$ cat config.mk
export PLATFORM = sky130hd
export DESIGN_NAME = write_output_buffer_flat
export DESIGN_NICKNAME = d
export VERILOG_FILES = /design/src/rtl/write_output_pkg.sv /design/src/rtl/write_output_buffer_if.sv /design/src/rtl/tick_edge_detect.sv /design/src/rtl/write_output_buffer.sv /design/src/flat_wrapper.sv
export SDC_FILE = /design/constraint.sdc
export NUM_CORES = 1
export LEC_CHECK = 0
export CAP_MARGIN = 15
export CORE_AREA = 2 2 144 104
export DETAILED_ROUTE_END_ITERATION = 16
export DIE_AREA = 0 0 146 106
export PLACE_DENSITY = 0.65
export SETUP_SLACK_MARGIN = 0.1
export SLEW_MARGIN = 20
export SYNTH_ARGS = -nofsm -noshare
export SYNTH_HDL_FRONTEND = slang
export SYNTH_SLANG_ARGS = --single-unit
$ cat constraint.sdc
create_clock -name IN_50Mhz -period 2.98 [get_ports IN_50Mhz]
set_clock_uncertainty 0.05 [all_clocks]
set_input_delay 0.298 -clock IN_50Mhz [delete_from_list [all_inputs] [get_ports IN_50Mhz]]
set_output_delay 0.298 -clock IN_50Mhz [all_outputs]
set_load 0.05 [all_outputs]
$ cat src/rtl/write_output_pkg.sv
// Shared defaults for the write output buffer slice.
package write_output_pkg;

    localparam int DATA_WIDTH_DEF = 16;
    localparam int DEPTH_LOG2_DEF = 3;

endpackage

$ cat src/rtl/write_output_buffer_if.sv
// Push/pop handshake and status bundle between a producer and the write output buffer.
interface write_output_buffer_if
    import write_output_pkg::*;
#(
    parameter int DATA_WIDTH = DATA_WIDTH_DEF,
    parameter int DEPTH_LOG2 = DEPTH_LOG2_DEF
) ();

    logic                  TICK_IN;
    logic                  WR_EN;
    logic [DATA_WIDTH-1:0] DATA_IN;
    logic                  CLEAR_FLAGS;
    logic [DATA_WIDTH-1:0] DATA_OUT;
    logic                  VALID_OUT;
    logic                  FULL;
    logic                  EMPTY;
    logic [DEPTH_LOG2:0]   COUNT;
    logic                  OVERFLOW;
    logic                  UNDERRUN;

    modport master (
        output TICK_IN, WR_EN, DATA_IN, CLEAR_FLAGS,
        input  DATA_OUT, VALID_OUT, FULL, EMPTY, COUNT, OVERFLOW, UNDERRUN
    );

    modport slave (
        input  TICK_IN, WR_EN, DATA_IN, CLEAR_FLAGS,
        output DATA_OUT, VALID_OUT, FULL, EMPTY, COUNT, OVERFLOW, UNDERRUN
    );

endinterface

$ cat src/rtl/tick_edge_detect.sv
// Rising-edge detector for the divided write-clock level; the falling edge is ignored.
module tick_edge_detect (
    input  logic IN_50Mhz,
    input  logic RESET_N,
    input  logic TICK_IN,
    output logic TICK_RISE
);

    logic tick_d;

    // Delay the tick level by one cycle to compare against the current level.
    always_ff @(posedge IN_50Mhz or negedge RESET_N) begin
        if (!RESET_N) begin
            tick_d <= 1'b0;
        end else begin
            tick_d <= TICK_IN;
        end
    end

    assign TICK_RISE = TICK_IN & ~tick_d;

endmodule

$ cat src/rtl/write_output_buffer.sv
// Write output buffer: a small FIFO filled by the producer and drained one word
// per rising edge of the divided tick. Optional macro WRITE_OUTPUT_UNDERRUN_ZERO_EN
// makes an underrun tick emit a zero word (silence) instead of holding the output.
module write_output_buffer
    import write_output_pkg::*;
#(
    parameter int DATA_WIDTH = DATA_WIDTH_DEF,
    parameter int DEPTH_LOG2 = DEPTH_LOG2_DEF
) (
    input  logic                 IN_50Mhz,
    input  logic                 RESET_N,
    write_output_buffer_if.slave bus
);

    localparam int                  DEPTH     = 1 << DEPTH_LOG2;
    localparam int                  CW        = DEPTH_LOG2 + 1;
    localparam logic [DEPTH_LOG2:0] COUNT_MAX = CW'(DEPTH);

    logic [DATA_WIDTH-1:0] mem [DEPTH];
    logic [DEPTH_LOG2-1:0] wr_ptr;
    logic [DEPTH_LOG2-1:0] rd_ptr;
    logic [DEPTH_LOG2:0]   count_q;
    logic [DEPTH_LOG2:0]   count_next;
    logic                  full_q;
    logic                  empty_q;
    logic                  overflow_q;
    logic                  underrun_q;
    logic                  valid_q;
    logic [DATA_WIDTH-1:0] data_q;
    logic                  tick_rise;
    logic                  do_pop;
    logic                  do_push;
    logic                  ovf_set;
    logic                  und_set;

    tick_edge_detect u_tick_edge_detect (
        .IN_50Mhz  (IN_50Mhz),
        .RESET_N   (RESET_N),
        .TICK_IN   (bus.TICK_IN),
        .TICK_RISE (tick_rise)
    );

    // A pop in the same cycle frees a slot, so a push while full is accepted then.
    always_comb begin
        do_pop     = tick_rise & ~empty_q;
        und_set    = tick_rise & empty_q;
        do_push    = bus.WR_EN & (~full_q | do_pop);
        ovf_set    = bus.WR_EN & full_q & ~do_pop;
        count_next = count_q;
        case ({do_push, do_pop})
            2'b10:   count_next = count_q + CW'(1);
            2'b01:   count_next = count_q - CW'(1);
            default: count_next = count_q;
        endcase
    end

    // Storage array; contents are don't-care after reset since pointers restart.
    always_ff @(posedge IN_50Mhz) begin
        if (do_push) begin
            mem[wr_ptr] <= bus.DATA_IN;
        end
    end

    // Pointers, occupancy, status flags and the registered output word.
    always_ff @(posedge IN_50Mhz or negedge RESET_N) begin
        if (!RESET_N) begin
            wr_ptr     <= '0;
            rd_ptr     <= '0;
            count_q    <= '0;
            full_q     <= 1'b0;
            empty_q    <= 1'b1;
            overflow_q <= 1'b0;
            underrun_q <= 1'b0;
            valid_q    <= 1'b0;
            data_q     <= '0;
        end else begin
            valid_q <= 1'b0;
            if (do_push) begin
                wr_ptr <= wr_ptr + DEPTH_LOG2'(1);
            end
            if (do_pop) begin
                data_q  <= mem[rd_ptr];
                valid_q <= 1'b1;
                rd_ptr  <= rd_ptr + DEPTH_LOG2'(1);
            end
`ifdef WRITE_OUTPUT_UNDERRUN_ZERO_EN
            else if (und_set) begin
                data_q  <= '0;
                valid_q <= 1'b1;
            end
`endif
            count_q <= count_next;
            full_q  <= (count_next == COUNT_MAX);
            empty_q <= (count_next == '0);
            if (ovf_set) begin
                overflow_q <= 1'b1;
            end else if (bus.CLEAR_FLAGS) begin
                overflow_q <= 1'b0;
            end
            if (und_set) begin
                underrun_q <= 1'b1;
            end else if (bus.CLEAR_FLAGS) begin
                underrun_q <= 1'b0;
            end
        end
    end

    assign bus.DATA_OUT  = data_q;
    assign bus.VALID_OUT = valid_q;
    assign bus.FULL      = full_q;
    assign bus.EMPTY     = empty_q;
    assign bus.COUNT     = count_q;
    assign bus.OVERFLOW  = overflow_q;
    assign bus.UNDERRUN  = underrun_q;

endmodule
$ cat src/flat_wrapper.sv
// flat-port wrapper written by rule: the top's interface ports become plain ports
module write_output_buffer_flat import write_output_pkg::*;
#(
    parameter int DATA_WIDTH = DATA_WIDTH_DEF,
    parameter int DEPTH_LOG2 = DEPTH_LOG2_DEF
)
  (IN_50Mhz, RESET_N, bus_TICK_IN, bus_WR_EN, bus_DATA_IN, bus_CLEAR_FLAGS, bus_DATA_OUT, bus_VALID_OUT, bus_FULL, bus_EMPTY, bus_COUNT, bus_OVERFLOW, bus_UNDERRUN);
  write_output_buffer_if #(.DATA_WIDTH(DATA_WIDTH), .DEPTH_LOG2(DEPTH_LOG2)) bus_i ();
  input  logic IN_50Mhz;
  input  logic RESET_N;
  input wire logic [$bits(bus_i.TICK_IN)-1:0] bus_TICK_IN;
  input wire logic [$bits(bus_i.WR_EN)-1:0] bus_WR_EN;
  input wire logic [$bits(bus_i.DATA_IN)-1:0] bus_DATA_IN;
  input wire logic [$bits(bus_i.CLEAR_FLAGS)-1:0] bus_CLEAR_FLAGS;
  output wire logic [$bits(bus_i.DATA_OUT)-1:0] bus_DATA_OUT;
  output wire logic [$bits(bus_i.VALID_OUT)-1:0] bus_VALID_OUT;
  output wire logic [$bits(bus_i.FULL)-1:0] bus_FULL;
  output wire logic [$bits(bus_i.EMPTY)-1:0] bus_EMPTY;
  output wire logic [$bits(bus_i.COUNT)-1:0] bus_COUNT;
  output wire logic [$bits(bus_i.OVERFLOW)-1:0] bus_OVERFLOW;
  output wire logic [$bits(bus_i.UNDERRUN)-1:0] bus_UNDERRUN;
  assign bus_i.TICK_IN = bus_TICK_IN;
  assign bus_i.WR_EN = bus_WR_EN;
  assign bus_i.DATA_IN = bus_DATA_IN;
  assign bus_i.CLEAR_FLAGS = bus_CLEAR_FLAGS;
  assign bus_DATA_OUT = bus_i.DATA_OUT;
  assign bus_VALID_OUT = bus_i.VALID_OUT;
  assign bus_FULL = bus_i.FULL;
  assign bus_EMPTY = bus_i.EMPTY;
  assign bus_COUNT = bus_i.COUNT;
  assign bus_OVERFLOW = bus_i.OVERFLOW;
  assign bus_UNDERRUN = bus_i.UNDERRUN;
  write_output_buffer #(.DATA_WIDTH(DATA_WIDTH), .DEPTH_LOG2(DEPTH_LOG2)) u_core (.IN_50Mhz(IN_50Mhz), .RESET_N(RESET_N), .bus(bus_i));
endmodule
Word-level counts from Yosys, hierarchy flattened
Memories as Yosys holds them, arrays and structs flattened. A register that Yosys moved wholly into a read port is not among the register bits.
Index checks and enable logic that the tools add are counted.
{"block": "totals", "register_bits": 16, "ramBits": 128, "input_bits": 21, "elab_cells": 39, "n_memories": 1}
{"name": "u_core.mem", "depth": 8, "word_bits": 16, "rd": 1, "rd_clocked_by_memory_dff": 1, "wr": 1, "line": "write_output_buffer.sv:19", "rtl": "logic [DATA_WIDTH-1:0] mem [DEPTH];"}
{"block": "op_classes", "add_sub_neg": 4, "eq_ne": 3, "mux": 7, "bitwise": 11, "reduce_logical": 4}
{"op": "case mux 4 bit (2 select lines)", "n": 1}
{"op": "adder 3 x 1 -> 3 bit, second input constant", "n": 2}
{"op": "AND 1 bit", "n": 6}
{"op": "2-to-1 mux 1 bit", "n": 6}
{"op": "adder 4 x 1 -> 4 bit, second input constant", "n": 1}
{"op": "equality test 4 bit, second input constant", "n": 1}
{"op": "logical NOT 4 bit", "n": 1}
{"op": "NOT 1 bit", "n": 4}
{"op": "nonzero test 2 bit", "n": 2}
{"op": "subtractor 4 x 1 -> 4 bit, second input constant", "n": 1}
{"op": "equality test 2 x 1 -> 1 bit, second input constant", "n": 1}
{"op": "equality test 2 bit, second input constant", "n": 1}
{"op": "logical NOT 1 bit", "n": 1}
{"op": "OR 1 bit", "n": 1}

Depth between registers and ports, before layout
Gate-level depths: netlist of run 1.
{"block": "logic_depth", "ltp_word": 8, "mapped_depth": 11, "mapped_depth_nobuf": 10}

Modules after synthesis
Synthesis of run 1 repeated with hierarchy kept, for this count alone.
{"block": "hier_totals", "hier_cells": 317, "hier_area_um2": 6236.0}
{"module": "write_output_buffer", "instances": 1, "cells_each": 315, "area_each_um2": 6197.2, "seq_area_each_um2": 4620.7}
{"module": "tick_edge_detect", "instances": 1, "cells_each": 2, "area_each_um2": 38.8, "seq_area_each_um2": 25.0}

Worst setup path after synthesis of run 1
No wires, ideal clock.
{"block": "synth_path", "path_kind": "register to register", "start": "register u_core.empty_q, in the netlist u_core.bus.EMPTY", "end": "memory u_core.mem[0][0] (netlist bit) (enable)", "arrival_time_ns": 2.853, "required_ns": 2.500, "setup_slack_ns": -0.353, "path_stages_with_launch": 6, "synth_period_minus_slack_ns": 3.333, "path_cell_list": "dfstp_2 -> or3b_1 -> buf_6 -> a21boi_4 -> inv_2 -> nor4_1"}
{"block": "synth_between", "elab_chain_cells": 6}
{"item": "from (decl)", "line": "write_output_buffer.sv:25", "rtl": "logic empty_q;"}
{"item": "from (signal assigned)", "line": "write_output_buffer.sv:94", "rtl": "empty_q <= (count_next == '0);"}
{"item": "NOT 1 bit", "line": "write_output_buffer.sv:45", "rtl": "do_pop = tick_rise & ~empty_q;"}
{"item": "AND 1 bit", "line": "write_output_buffer.sv:45"}
{"item": "OR 1 bit", "line": "write_output_buffer.sv:47", "rtl": "do_push = bus.WR_EN & (~full_q | do_pop);"}
{"item": "AND 1 bit", "line": "write_output_buffer.sv:47"}
{"item": "2-to-1 mux 1 bit", "line": "write_output_buffer.sv:59", "rtl": "if (do_push) begin"}
{"item": "2-to-1 mux 1 bit (implied by the code)", "line": "write_output_buffer.sv:60", "rtl": "mem[wr_ptr] <= bus.DATA_IN;"}
{"item": "to (decl)", "line": "write_output_buffer.sv:19"}
Every way passes these cells.

Worst setup path after layout of run 1
{"block": "layout_path", "start": "register u_core.empty_q, in the netlist u_core.bus.EMPTY", "end": "register u_core.full_q, in the netlist u_core.bus.FULL"}
{"block": "layout_between", "elab_chain_cells": 7, "elab_cells_between_ends": 8, "classes_between": "3 x eq/ne; 1 x mux; 4 x bitwise"}
{"item": "NOT 1 bit (*)", "line": "write_output_buffer.sv:45"}
{"item": "AND 1 bit (*)", "line": "write_output_buffer.sv:45"}
{"item": "OR 1 bit", "line": "write_output_buffer.sv:47"}
{"item": "AND 1 bit", "line": "write_output_buffer.sv:47"}
{"item": "equality test 2 x 1 -> 1 bit or equality test 2 bit (tied branches)", "line": "write_output_buffer.sv:50", "rtl": "case ({do_push, do_pop})"}
{"item": "case mux 4 bit (2 select lines) (*)", "line": "write_output_buffer.sv:50"}
{"item": "equality test 4 bit (*)", "line": "write_output_buffer.sv:93", "rtl": "full_q <= (count_next == COUNT_MAX);"}
{"item": "to (signal assigned)", "line": "write_output_buffer.sv:93"}
{"item": "to (decl)", "line": "write_output_buffer.sv:24", "rtl": "logic full_q;"}
Every way passes the cells marked *; elsewhere a longest branch is shown, timed or not.
A chain may end at the register's enable or synchronous reset.

==> results by group, run 1 <==
Hold path
  – Worst Hold Launch: bus_TICK_IN
  – Worst min path class: input port to flip-flop

Synthesis
  – Yosys cell types: 36
  – Netlist Area Pre-Place: 0.00620 mm^2
  – Top cell type's share of synthesized area: 0.620
  – Most area-consuming cells after synthesis: edfxtp_1, dfrtp_1, mux4_2
  – Post-synth top area cell: edfxtp_1
  – Synthesized flop and latch total: 160
  – Compound-Gate Fraction of Synth Area: 0.0240
  – Yosys Warn Count: 0
  – Post-Synth Simple-Gate Area: 0.0366
  – Syn nets: 342
  – Prevailing post-synth register cell: edfxtp_1
  – Synth Area in XOR/XNOR: 0.0151
  – Syn avg cell area: 19.6 um^2
  – Multiplexer share of the synthesized area: 0.146
  – Synth Area in Adders: 0.0101
  – Post-synthesis sequential area ratio: 0.750
  – Post-synth EDFFs: 128
  – Post-synth ARST share: 0.200
  – Cells after Synth: 316
  – Largest family of logic cells by synthesized area: multiplexers

Floorplanning
  – Die extent in y: 106 um
  – Initial core utilization: 0.435
  – I/O pins: 46
  – Die width: 146 um
  – CORE AREA: 0.0143 mm^2
  – Die ar.: 0.0155 mm^2
  – Placement Rows: 37

Finish
  – Fin nets: 415
  – Diode count: 0
  – Share of layout cells above drive strength 1: 0.249
  – Fillcell total: 1162
  – Layout Cells excl Fill: 597
  – Sequential Area: 0.00465 mm^2
  – Area Overhead vs Synth: 23.9%
  – Multi-input logic area: 0.00147 mm^2
  – Final instance area: 0.00768 mm^2

Placed design
  – GP Congestion: 0.760
  – Post-DP Area: 0.00704 mm^2
  – I/O Buffers: 45
  – DPL Wire Length: 7110 um
  – Dpl cells: 564

STA
  – Max Slew Vio Count: 0
  – Endpoints failing hold: 0
  – Worst slew pin tran: 0.808 ns
  – Fin crit share: 0.912
  – Fmax: 368 MHz
  – Final setup fails: 0
  – Fin crit period: 2.72 ns
  – RSZ-0062 raised after global routing: no
  – Slew HR: 0.461

Worst setup path
  – CP most frequent cell: ha_1
  – CP endpoint kind: flip-flop
  – Buf+Inv Stages, Crit Path: 1
  – CP Class: flip-flop to flip-flop
  – Worst setup SP type: flip-flop
  – Cell Chain, Critical Path: or3b_1, a21boi_4, inv_2, ha_1, xor2_1, ha_1, a21oi_1, xor3_1, a31oi_1, o21ba_2
  – Reg-to-reg startpoint: u_core.bus.EMPTY
  – Worst setup path startpoint: u_core.bus.EMPTY
  – Crit path max-delay family: compound AO/OA/AOI/OAI gates
  – Max FO, Critical Path: 3
  – CP max stage delay: 0.47 ns
  – Worst path slowest cell: or3b_1
  – WP data required: 3.24 ns
  – CP Data Arrival Time: 2.98 ns

Drt
  – Routed WL: 11500 um
  – Via count: 3058
  – Drt drc: 0
  – Detailed Route Iter0 Violations: 143
  – Drt first pass iters: 4
  – Wire per inst: 19.3 um
  – Post-route ant nets: 0
  – DR vias/cell: 5.12

Status
  – Status: finished clean

GRT
  – First-pass GRT wire length: 18200 um
  – Largest net degree at the start of global routing: 37
  – All-Layer GR Usage: 0.161
  – Initial antenna violation count: 0
  – Vias in the first global route: 3279
  – Gr ovfl total: 0

Clock tree
  – CTS Buf Count: 17
  – CTS Sinks: 160
  – H-Tree Depth: 4
  – CTS Buffer Depth: 2
  – Worst-skew pair later-pin latency: 0.42 ns
  – CTS Root Cell: clkbuf_16
  – Clock-pin slew on the worst setup and hold paths: 0.07 ns
  – TritonCTS clock tree: built
  – Post-CTS Setup Inserts: 0

Power and ir drop
  – Worst VDD drop: 0.000488 V
  – Pwr dens: 1040 mW/mm^2
  – Leakage: 0.00271 uW

Flow run
  – Max-Cap Viols: 0
[state kept, by name, summed over array words and instances, names as in the netlist]
| signal | count |
|---|---|
| u_core.bus.DATA_OUT | 16 |
| u_core.rd_ptr | 3 |
| u_core.wr_ptr | 3 |
| u_core.mem | 128 |
| u_core.bus.UNDERRUN | 1 |
| u_core.bus.EMPTY | 1 |
| u_core.bus.OVERFLOW | 1 |
| u_core.u_tick_edge_detect.tick_d | 1 |
| u_core.bus.COUNT | 4 |
| u_core.bus.VALID_OUT | 1 |
| u_core.bus.FULL | 1 |
[layout by cell type (no fill, tap or decap), types with 2 or more instances in the layout]
cell	Yosys	routed
edfxtp_1	128	128
clkdlybuf4s50_1	0	44
mux4_2	32	32
dfrtp_1	31	30
nand2_1	23	23
buf_4	1	20
o21ai_0	19	19
clkbuf_16	0	17
mux2i_1	16	16
nor2_1	5	5
ha_1	5	5
xor2_1	4	4
xnor2_1	4	4
nor3_2	0	4
clkinv_4	0	4
buf_12	0	4
nand2b_1	3	3
inv_1	3	3
bufinv_16	0	3
inv_6	0	3
a21oi_1	2	2
mux2_2	2	2
nor3_1	6	2
[synth_stat cells, types with 2 or more instances]
library cell / number
buf_2: 5
edfxtp_1: 128
ha_1: 5
nor3_1: 6
mux2_2: 2
mux2i_1: 16
a21oi_1: 2
xnor2_1: 4
mux4_2: 32
clkbuf_1: 6
buf_6: 4
nand2b_1: 3
nand2_1: 23
nor2_1: 5
inv_1: 3
o21ai_0: 19
xor2_1: 4
dfrtp_1: 31
[through the flow]
stage	worst slack, ns	util	hold slack, ns	setup TNS [ns]	power (uW)
3_5_place_dp	-0.155	0.494	0.392	-0.161	5860
5_1_grt	0.125	0.539	0.320	0	8420
2_1_floorplan	0.0636	-	-0.0476	0	5000
4_1_cts	0.147	0.538	0.317	0	8110
6_report	0.262	0.539	0.331	0	8010
3_3_place_gp	-0.0319	0.494	0.378	-0.0319	5810
[cells by family (layout without fill, tap and decap cells)]
kind of cell,Yosys count,count (layout)
buf+inv,20,106
simple gates,47,47
compound gates,25,25
fa+ha+maj,5,5
xor+xnor,9,9
mux,50,50
flops,160,160
[layout make-up]
cell class                 count  share of cell area
timing repair buffer          70              0.0893
multi-input combinational    136               0.191
sequential                   160               0.605
tap                          195              0.0318
clock inverter                14              0.0233
inverter                       4             0.00196
clock buffer                  18              0.0572
[path summary, 6_finish.rpt]
kind                                               endpoint  slack (ns)  cells past startpoint
min in group asynchronous            u_core.bus.DATA_OUT[2]        0.46                      2
setup reg to reg                            u_core.bus.FULL        0.26                     10
setup / recovery                            u_core.bus.FULL        0.26                     10
max in group asynchronous                  u_core.rd_ptr[0]        1.86                      2
hold / removal             u_core.u_tick_edge_detect.tick_d        0.33                      1
hold reg to reg                      u_core.bus.DATA_OUT[6]        0.43                      2
[metal layers]
layer,GRT usage,up-vias,share of wire
met2,0.265,65,0.49
met3,0.0429,12,0.047
met1,0.207,1591,0.45
li1,-,1390,-
met4,0.0624,0,0.011
met5,0,-,0
[where the power goes]
group,switching (uW),total (uW),internal [uW]
clock network,882,2240,1350
logic,1410,2560,1150
registers,318,3220,2900
[timing repair]
| item | 4_1_cts | 5_1_grt |
|---|---|---|
| endpoints found under the setup margin | 0 | 2 |
| resized for setup | 0 | 3 |
| hold buffers | 1 | 0 |
| hold endpoints to repair | 31 | 0 |
No activity file was read; power rests on OpenSTA's default activity.
==> run 2, diff against run 1 <==
--- a/config.mk
+++ b/config.mk
@@ -9,6 +9,7 @@
 export CORE_AREA = 2 2 144 104
 export DETAILED_ROUTE_END_ITERATION = 16
 export DIE_AREA = 0 0 146 106
+export HOLD_SLACK_MARGIN = 0.05
 export PLACE_DENSITY = 0.65
 export SETUP_SLACK_MARGIN = 0.1
 export SLEW_MARGIN = 20
==> results of run 2 <==
No change in the layout: final DEF, timing and power equal those of run 1.
